## config.mk

```make
export PLATFORM = sky130hd
export DESIGN_NAME = shift_add_multiplier
export DESIGN_NICKNAME = d
export VERILOG_FILES = /design/src/rtl/shift_add_multiplier.sv
export SDC_FILE = /design/constraint.sdc
export NUM_CORES = 1
export LEC_CHECK = 0
export ABC_AREA = 1
export CAP_MARGIN = 30
export CORE_ASPECT_RATIO = 0.8
export CORE_MARGIN = 10
export CORE_UTILIZATION = 58
export CTS_BUF_LIST = sky130_fd_sc_hd__clkbuf_4 sky130_fd_sc_hd__clkbuf_8
export CTS_CLUSTER_SIZE = 14
export DETAILED_ROUTE_END_ITERATION = 7
export GPL_ROUTABILITY_DRIVEN = 0
export PLACE_DENSITY = 0.86
export SETUP_SLACK_MARGIN = 0.1
export SKIP_LAST_GASP = 1
export SLEW_MARGIN = 20
export SYNTH_ARGS = -nofsm -noshare
export SYNTH_HDL_FRONTEND = slang
export SYNTH_SLANG_ARGS = --single-unit
```

## constraint.sdc

```tcl
create_clock -name clk -period 3.3 [get_ports clk]
set_clock_uncertainty 0.1 [all_clocks]
set_input_delay 0.99 -clock clk [delete_from_list [all_inputs] [get_ports clk]]
set_output_delay 0.99 -clock clk [all_outputs]
set_load 0.03 [all_outputs]
```

## src/rtl/shift_add_multiplier.sv

```systemverilog
// Sequential unsigned shift-and-add multiplier: one partial-product bit per clock,
// registered 2*WIDTH-bit product, start/busy/done handshake.
module shift_add_multiplier #(
    parameter int WIDTH = 4
) (
    input  logic                 clk,
    input  logic                 rst,
    input  logic                 start,
    input  logic [WIDTH-1:0]     A,
    input  logic [WIDTH-1:0]     B,
    output logic [2*WIDTH-1:0]   product,
    output logic                 busy,
    output logic                 done
);

    // state | meaning
    // IDLE  | waiting for start; operands not held
    // RUN   | WIDTH add/shift steps, one per clock
    // DONE  | one-cycle done pulse; product freshly updated
    typedef enum logic [1:0] {
        S_IDLE = 2'd0,
        S_RUN  = 2'd1,
        S_DONE = 2'd2
    } state_t;

    localparam int CW = $clog2(WIDTH + 1);

    state_t               state_q, state_d;
    logic [WIDTH-1:0]     mcand_q, mcand_d;
    logic [2*WIDTH-1:0]   acc_q, acc_d;
    logic [2*WIDTH-1:0]   product_q, product_d;
    logic [CW-1:0]        cnt_q, cnt_d;
    logic                 busy_q, busy_d;
    logic                 done_q, done_d;
    logic [WIDTH:0]       sum;

    always_ff @(posedge clk or posedge rst) begin
        if (rst) begin
            state_q   <= S_IDLE;
            mcand_q   <= '0;
            acc_q     <= '0;
            product_q <= '0;
            cnt_q     <= '0;
            busy_q    <= 1'b0;
            done_q    <= 1'b0;
        end else begin
            state_q   <= state_d;
            mcand_q   <= mcand_d;
            acc_q     <= acc_d;
            product_q <= product_d;
            cnt_q     <= cnt_d;
            busy_q    <= busy_d;
            done_q    <= done_d;
        end
    end

    always_comb begin
        state_d   = state_q;
        mcand_d   = mcand_q;
        acc_d     = acc_q;
        product_d = product_q;
        cnt_d     = cnt_q;
        busy_d    = busy_q;
        done_d    = 1'b0;
        // Carry out of the upper half is kept as bit WIDTH of the sum.
        sum = {1'b0, acc_q[2*WIDTH-1:WIDTH]} + (acc_q[0] ? {1'b0, mcand_q} : '0);

        case (state_q)
            // The DONE exit edge also samples start, so a held start yields a
            // result every WIDTH+1 cycles.
            S_IDLE, S_DONE: begin
                state_d = S_IDLE;
                busy_d  = 1'b0;
                if (start) begin
                    mcand_d = A;
                    acc_d   = {{WIDTH{1'b0}}, B};
                    cnt_d   = '0;
                    busy_d  = 1'b1;
                    state_d = S_RUN;
                end
            end
            S_RUN: begin
                acc_d = {sum, acc_q[WIDTH-1:1]};
                cnt_d = cnt_q + 1'b1;
                if (cnt_q == CW'(WIDTH - 1)) begin
                    product_d = {sum, acc_q[WIDTH-1:1]};
                    done_d    = 1'b1;
                    state_d   = S_DONE;
                end
            end
            default: begin
                state_d = S_IDLE;
                busy_d  = 1'b0;
            end
        endcase
    end

    assign product = product_q;
    assign busy    = busy_q;
    assign done    = done_q;

endmodule

```

Yosys cells after proc, flatten, opt, wreduce, memory -nomap -nowiden:

Index checks and enable logic that the tools add are counted.

* bits in registers: 27
* input port bits: 11
* output and inout bits: 10
* word-level logic and storage cells: 32

* $add $sub $neg: 2
* equality and inequality tests: 5
* mux-type cells: 12
* reduce and logical (&&, ||, !) cells: 6

Operator list (count)
* $pmux 8 s2: 1
* $mux 8: 1
* $pmux 3 s2: 1
* $reduce_and 2->1: 3
* $add 4x4->5: 1
* $mux 1: 4
* $mux 4: 1
* $ne 2x2->1 const B: 2
* $pmux 2 s2: 1
* $add 3x1->3 const B: 1
* $eq 3x2->1 const B: 1
* $mux 3: 1
* $eq 2x1->1 const B: 1
* $eq 2x2->1 const B: 1
* $logic_not 2->1: 1
* $mux 2: 1
* $pmux 1 s2: 1
* $reduce_bool 2->1: 1
* $reduce_or 2->1: 1

Longest topological paths before layout:

Gate-level depths: netlist of run 1.

* depth after elaboration: 4
* mapped depth: 8
* gate-level depth less buffers: 8

Worst setup path after synthesis of run 1:

Ideal clock, no wire load.

* path kind: input-to-reg
* from: input start
* to: register mcand_q[0]
* library setup time: 0.125 ns
* data arrival time: 1.492 ns
* data required time: 3.075 ns
* setup slack: 1.583 ns
* cell stages on the path: 3
* buffers on the path: 1
* cells stage by stage: nand2_1 buf_6 mux2_4

* longest elaborated chain between the ends: 1

Ends and longest elaborated chain
* from (decl): RTL line 8 `input logic start,`
* $reduce_and 2->1 (no source line)
* to (signal assigned): RTL line 48 `mcand_q <= mcand_d;`
* to (decl): RTL line 29 `logic [WIDTH-1:0] mcand_q, mcand_d;`

No other way between the ends.
A chain may end at the register's enable or synchronous reset.

Worst setup path in the final report of run 1:

* from: register product_q[5] (netlist: product[5])
* to: output product[5]

RTL lines
* from (decl): RTL line 31 `logic [2*WIDTH-1:0] product_q, product_d;`
* from (signal assigned): RTL line 50 `product_q <= product_d;`
* to (decl): RTL line 11 `output logic [2*WIDTH-1:0] product,`

No word-level cell between the ends.

==> impl_metrics.json, run 1 <==
{
  "synthTopCellsByArea": "dfrtp_1 (55%), nand2_1 (12%), ha_1 (6.1%)",
  "use_met3_pct": 5.47,
  "clkLatencyLatePin_ns": 0.33,
  "total_power_mw": 1.51,
  "vias": 887,
  "period_needed_ns": 2.49,
  "multi_input_area_um2": 474,
  "finalSetupViolations": 0,
  "syn_inst": 125,
  "max_freq_mhz": 402,
  "startpoint": "product[5]",
  "p_comb_share_pct": 52.0,
  "yosysSeqAreaShare_pct": 54.9,
  "drive_gt1_share_pct": 10.1,
  "yosys_warnings": 0,
  "postCtsSetupBuffers": 0,
  "tightest_slew_ns": 0.473,
  "fin_area_um2": 1470,
  "path_class": "reg -> out",
  "final_max_slew_viol_count": 0,
  "syn_avg_cell_area_um2": 9.85,
  "rows": 14,
  "fin_crit_sh_pct": 75.3,
  "r2r_start": "acc_q[0]",
  "num-nets-final": 167,
  "cts_inserted_buffers": 3,
  "synth-compound-area-share_pct": 6.71,
  "fillers": 132,
  "place_area_um2": 1450,
  "antennaDiodeCount": 0,
  "portBuffers": 20,
  "cpLargestDelayFamily": "buffers and inverters",
  "die_h_um": 61.2,
  "vdd_ir_drop_max_mv": 0.745,
  "start_kind": "flip-flop",
  "post_synth_instance_area_um2": 1230,
  "ioPinCount": 21,
  "status": "complete, no violations",
  "end_kind": "primary output",
  "synth_area_leader_cell": "dfrtp_1",
  "swShare_pct": 43.5,
  "die_x_um": 71.5,
  "initial_core_util_pct": 63.3,
  "seqPwrFrac_pct": 38.5,
  "routed_via_density": 5.16,
  "power_leakage_nw": 0.781,
  "core-area_um2": 1940,
  "worst_hold_slack_ns": 0.397,
  "clk_pin_slew_ns": 0.15,
  "ys_ff_latch": 27,
  "cpPeakStageDelay_ns": 0.68,
  "clockBufferDepth": 2,
  "drt-total-wl_mm": 2.36,
  "drt-pass1-iter-count": 4,
  "cts_tree": "yes",
  "area_growth_pct": 19.7,
  "route.detailed.wl_per_inst_um": 13.7,
  "r2r_slack_ns": 1.51,
  "holdPathStages": 2,
  "synth_top_area_share_pct": 54.9,
  "cp.required_ns": 2.21,
  "maxCapViolCount": 0,
  "cts.repair.resized": 0,
  "die_area_um2": 4380,
  "grt_overflow": 0,
  "antenna_found_initial": 0,
  "drc": 0,
  "rsz0062_at_grt": "no",
  "grt_use_met2_pct": 18.7,
  "setup_tns_ns": 0,
  "p_int_mw": 0.855,
  "root_buffer": "clkbuf_4",
  "grt_busiest_layer": "met2",
  "pwr-share-clk_pct": 9.4,
  "grt_pass1_wl_mm": 4.03,
  "crit_chain": "clkdlybuf4s50_1",
  "global_route.usage.met1_pct": 13.6,
  "path_buf_inv": 1,
  "synthSimpleGateAreaFrac_pct": 18.5,
  "layout_commonest_cell": "nand2_1",
  "first_global_vias": 872,
  "hold_class": "reg -> reg",
  "critical_path.endpoint": "product[5]",
  "cpMaxStageDelayCell": "clkdlybuf4s50_1",
  "synthXorXnorAreaFrac_pct": 0.711,
  "synth_fa_ha_area_share_pct": 7.72,
  "finalHoldViolations": 0,
  "htreeDepth": 1,
  "final_cell_mix": "nand2_1 (39), dfrtp_1 (27), clkdlybuf4s50_1 (20)",
  "synth_top_family_by_area": "simple AND/OR/NAND/NOR gates",
  "synth_mux_area_share_pct": 4.88,
  "grt_usage_pct": 11.7,
  "synth.distinct_cells": 18,
  "relSlewSlack_pct": 68.4,
  "syn_nets": 143,
  "seq_area_um2": 676,
  "r2r_end": "acc_q[7]",
  "ctsHoldBuffers": 0,
  "p_per_area_nw_per_um2": 1030,
  "cp_num_cells": 1,
  "detail-route-antenna-nets": 0,
  "ff2ff_path_depth": 8,
  "cp_max_fo": 2,
  "drt-initial-drc-count": 32,
  "cts_sinks": 27,
  "grt_max_degree": 28,
  "p_switching_mw": 0.659,
  "dpl.hpwl_mm": 1.86,
  "worstPathArrival_ns": 1.40
}
## power by group through the flow
stage                     Clock (mW)  Combinational, mW  Sequential (mW)
after floorplan                    0              0.475            0.675
after global placement             0              0.767            0.587
after detailed placement           0              0.793            0.592
after CTS                      0.150              0.796            0.584
after global routing           0.159              0.878            0.604
final                          0.143              0.788            0.583
## synth_stat cells
cell      instances
nand2_4           2
o22ai_1           5
nor2_1            9
nand3_1           5
mux2_4            4
a21oi_1           3
nand2_1          39
inv_4             1
buf_6             2
o21ai_2           1
inv_1            12
dfrtp_1          27
o21bai_1          1
o21ai_0           4
xnor2_1           1
ha_1              6
fa_1              1
inv_2             2
## routing by layer
metal	part of all wire, %	up-vias
li1	-	445
met1	46	417
met2	45	21
met3	7.4	4
met4	0.89	0
met5	0	-
## area by class of cell
cell class,count,area share (%)
sequential,27,45.8
timing repair buffer,21,14.1
clock inverter,1,0.340
tap,24,2.04
multi-input combinational,81,32.2
inverter,15,3.99
clock buffer,3,1.53
## worst register-to-register path, delay by kind of cell, from the launching register on
family	cells	cell delay, ns
adder cells (fa/ha/maj)	2	0.65
flip-flops	1	0.45
buffers and inverters	1	0.04
AND/OR/NAND/NOR	3	0.22
AO/OA/AOI/OAI	2	0.27
## registers in the layout, indices dropped and copies added, names as in the netlist
signal,count
done,1
busy,1
cnt_q,3
acc_q,8
state_q,2
mcand_q,4
product,8
## worst min-delay path by stage
stage / startpoint / slack [ns] / end
2_1_floorplan: cnt_q[1] / 0.35 / cnt_q[1]
3_3_place_gp: product[0] / 0.36 / product[0]
3_5_place_dp: product[7] / 0.37 / product[7]
4_1_cts: cnt_q[0] / 0.40 / cnt_q[0]
5_1_grt: product[0] / 0.42 / product[0]
6_report: product[1] / 0.40 / product[1]
## kinds of logic (layout without fill, tap and decap cells)
| group | Yosys count | after routing |
|---|---|---|
| buffers and inverters | 17 | 40 |
| AND/OR/NAND/NOR | 55 | 55 |
| adder cells (fa/ha/maj) | 7 | 7 |
| XOR/XNOR | 1 | 1 |
| AO/OA/AOI/OAI | 14 | 14 |
| multiplexers | 4 | 4 |
| flip-flops | 27 | 27 |
## through the flow
step	setup slack, ns	utilization [%]	cells
detailed placement	0.726	74.4	168
global placement	0.842	74.4	168
finish	0.813	75.8	172
CTS	0.778	75.8	172
floorplan	1.58	-	125
global route	0.740	75.8	172
Power figures use the tool's default switching activity.
==> inputs of run 2 (changes only) <==
- CORE_UTILIZATION: 58 -> 49
- PLACE_DENSITY: 0.86 -> 0.78
- clock period: 3.3 -> 2 ns (I/O delays scaled with it)
==> impl_metrics.json, run 2 (synthesis results as in run 1) <==
{
  "finalSetupViolations": 0,
  "grt_pass1_wl_mm": 4.13,
  "p_per_area_nw_per_um2": 1650,
  "antenna_found_initial": 0,
  "dpl.hpwl_mm": 1.87,
  "portBuffers": 20,
  "ctsHoldBuffers": 0,
  "num-nets-final": 170,
  "holdPathStages": 1,
  "clk_pin_slew_ns": 0.13,
  "cts_inserted_buffers": 3,
  "antennaDiodeCount": 0,
  "fillers": 224,
  "setup_tns_ns": 0,
  "die_area_um2": 4930,
  "final_cell_mix": "nand2_1 (39), dfrtp_1 (27), inv_1 (12)",
  "maxCapViolCount": 0,
  "worstPathArrival_ns": 1.10,
  "routed_via_density": 4.73,
  "path_buf_inv": 1,
  "drt-initial-drc-count": 31,
  "cts_tree": "yes",
  "pre_cts_ws_ns": 0.147,
  "grt_overflow": 0,
  "crit_chain": "dlygate4sd2_1",
  "status": "complete, no violations",
  "layout_setup_ws_ns": 0.197,
  "drt-total-wl_mm": 2.37,
  "rows": 16,
  "grt_max_degree": 28,
  "ff2ff_path_depth": 8,
  "rsz0062_at_grt": "yes",
  "power_leakage_nw": 0.825,
  "initial_core_util_pct": 50.8,
  "cpLargestDelayFamily": "buffers and inverters",
  "final_max_slew_viol_count": 0,
  "drc": 0,
  "cp_num_cells": 1,
  "grt_usage_pct": 10.4,
  "die_h_um": 64.8,
  "hold_class": "reg -> reg",
  "drt-pass1-iter-count": 4,
  "cp_max_fo": 2,
  "vias": 884,
  "end_kind": "primary output",
  "path_class": "reg -> out",
  "htreeDepth": 1,
  "root_buffer": "clkbuf_4",
  "fin_crit_sh_pct": 90.2,
  "cp.required_ns": 1.30,
  "total_power_mw": 2.47,
  "clockBufferDepth": 2,
  "route.detailed.wl_per_inst_um": 12.7,
  "worst_hold_slack_ns": 0.389,
  "final_util_pct": 62.0,
  "cpMaxStageDelayCell": "dlygate4sd2_1",
  "layout_commonest_cell": "nand2_1",
  "detail-route-antenna-nets": 0,
  "clkLatencyLatePin_ns": 0.32,
  "cts_sinks": 27,
  "period_needed_ns": 1.80,
  "start_kind": "flip-flop",
  "area_growth_pct": 22.0,
  "max_freq_mhz": 555,
  "tightest_slew_ns": 0.332,
  "finalHoldViolations": 0,
  "core-area_um2": 2420,
  "ioPinCount": 21,
  "cpPeakStageDelay_ns": 0.41,
  "drive_gt1_share_pct": 11.9,
  "die_x_um": 76.0,
  "first_global_vias": 936,
  "relSlewSlack_pct": 77.9,
  "vdd_ir_drop_max_mv": 0.701
}
[run 2: changes by cell type in the layout (fill, tap and decap cells not counted), sizes merged]
| cell | delta |
|---|---|
| clkinv | -1 |
| clkbuf | +1 |
| dlygate4sd2 | +10 |
| clkdlybuf4s50 | -10 |
| buf | +3 |
[run 2: timing repair]
action                                  4_1_cts  5_1_grt
gates resized for setup                      10        0
buffers inserted                              0        1
hold endpoints to repair                      0        0
endpoints found under the setup margin       10        4
[run 2: layout make-up]
class / instances / area (µm²) / share of cell area [%]
well taps: 36 / 45.0 / 3.00
flip-flops and latches: 27 / 676 / 45.0
clock buffers: 4 / 30.0 / 2.00
multi-input cells: 81 / 474 / 31.6
repair buffers: 24 / 218 / 14.5
inverters: 15 / 58.8 / 3.92
[run 2: report_power, final]
group	switching [mW]	internal [mW]	leakage [nW]
sequential	0.151	0.803	0.334
combinational	0.774	0.499	0.473
clock	0.153	0.0917	0.0184
total	1.08	1.39	0.825
[run 2: per-stage QoR]
| step | instance area, µm² | std cells |
|---|---|---|
| 4_1_cts | 1490 | 186 |
| 3_5_place_dp | 1480 | 182 |
| 3_3_place_gp | 1480 | 182 |
| 6_report | 1500 | 187 |
| 5_1_grt | 1500 | 187 |
| 2_1_floorplan | 1230 | 125 |
[run 2: routing by layer]
layer	GRT usage, %	share of wire, %
met2	18.0	47
met5	0	0
met3	3.86	4.6
met1	11.4	48
met4	4.01	1.2
[run 2: path summary, 6_finish.rpt]
kind	start	slack, ns	to
min in group asynchronous	rst	0.52	done
worst max-delay path	busy	0.20	busy
max in group asynchronous	rst	1.03	acc_q[6]
worst max register to register	acc_q[0]	0.22	acc_q[7]
worst min register to register	cnt_q[0]	0.39	cnt_q[0]
worst min-delay path	cnt_q[0]	0.39	cnt_q[0]
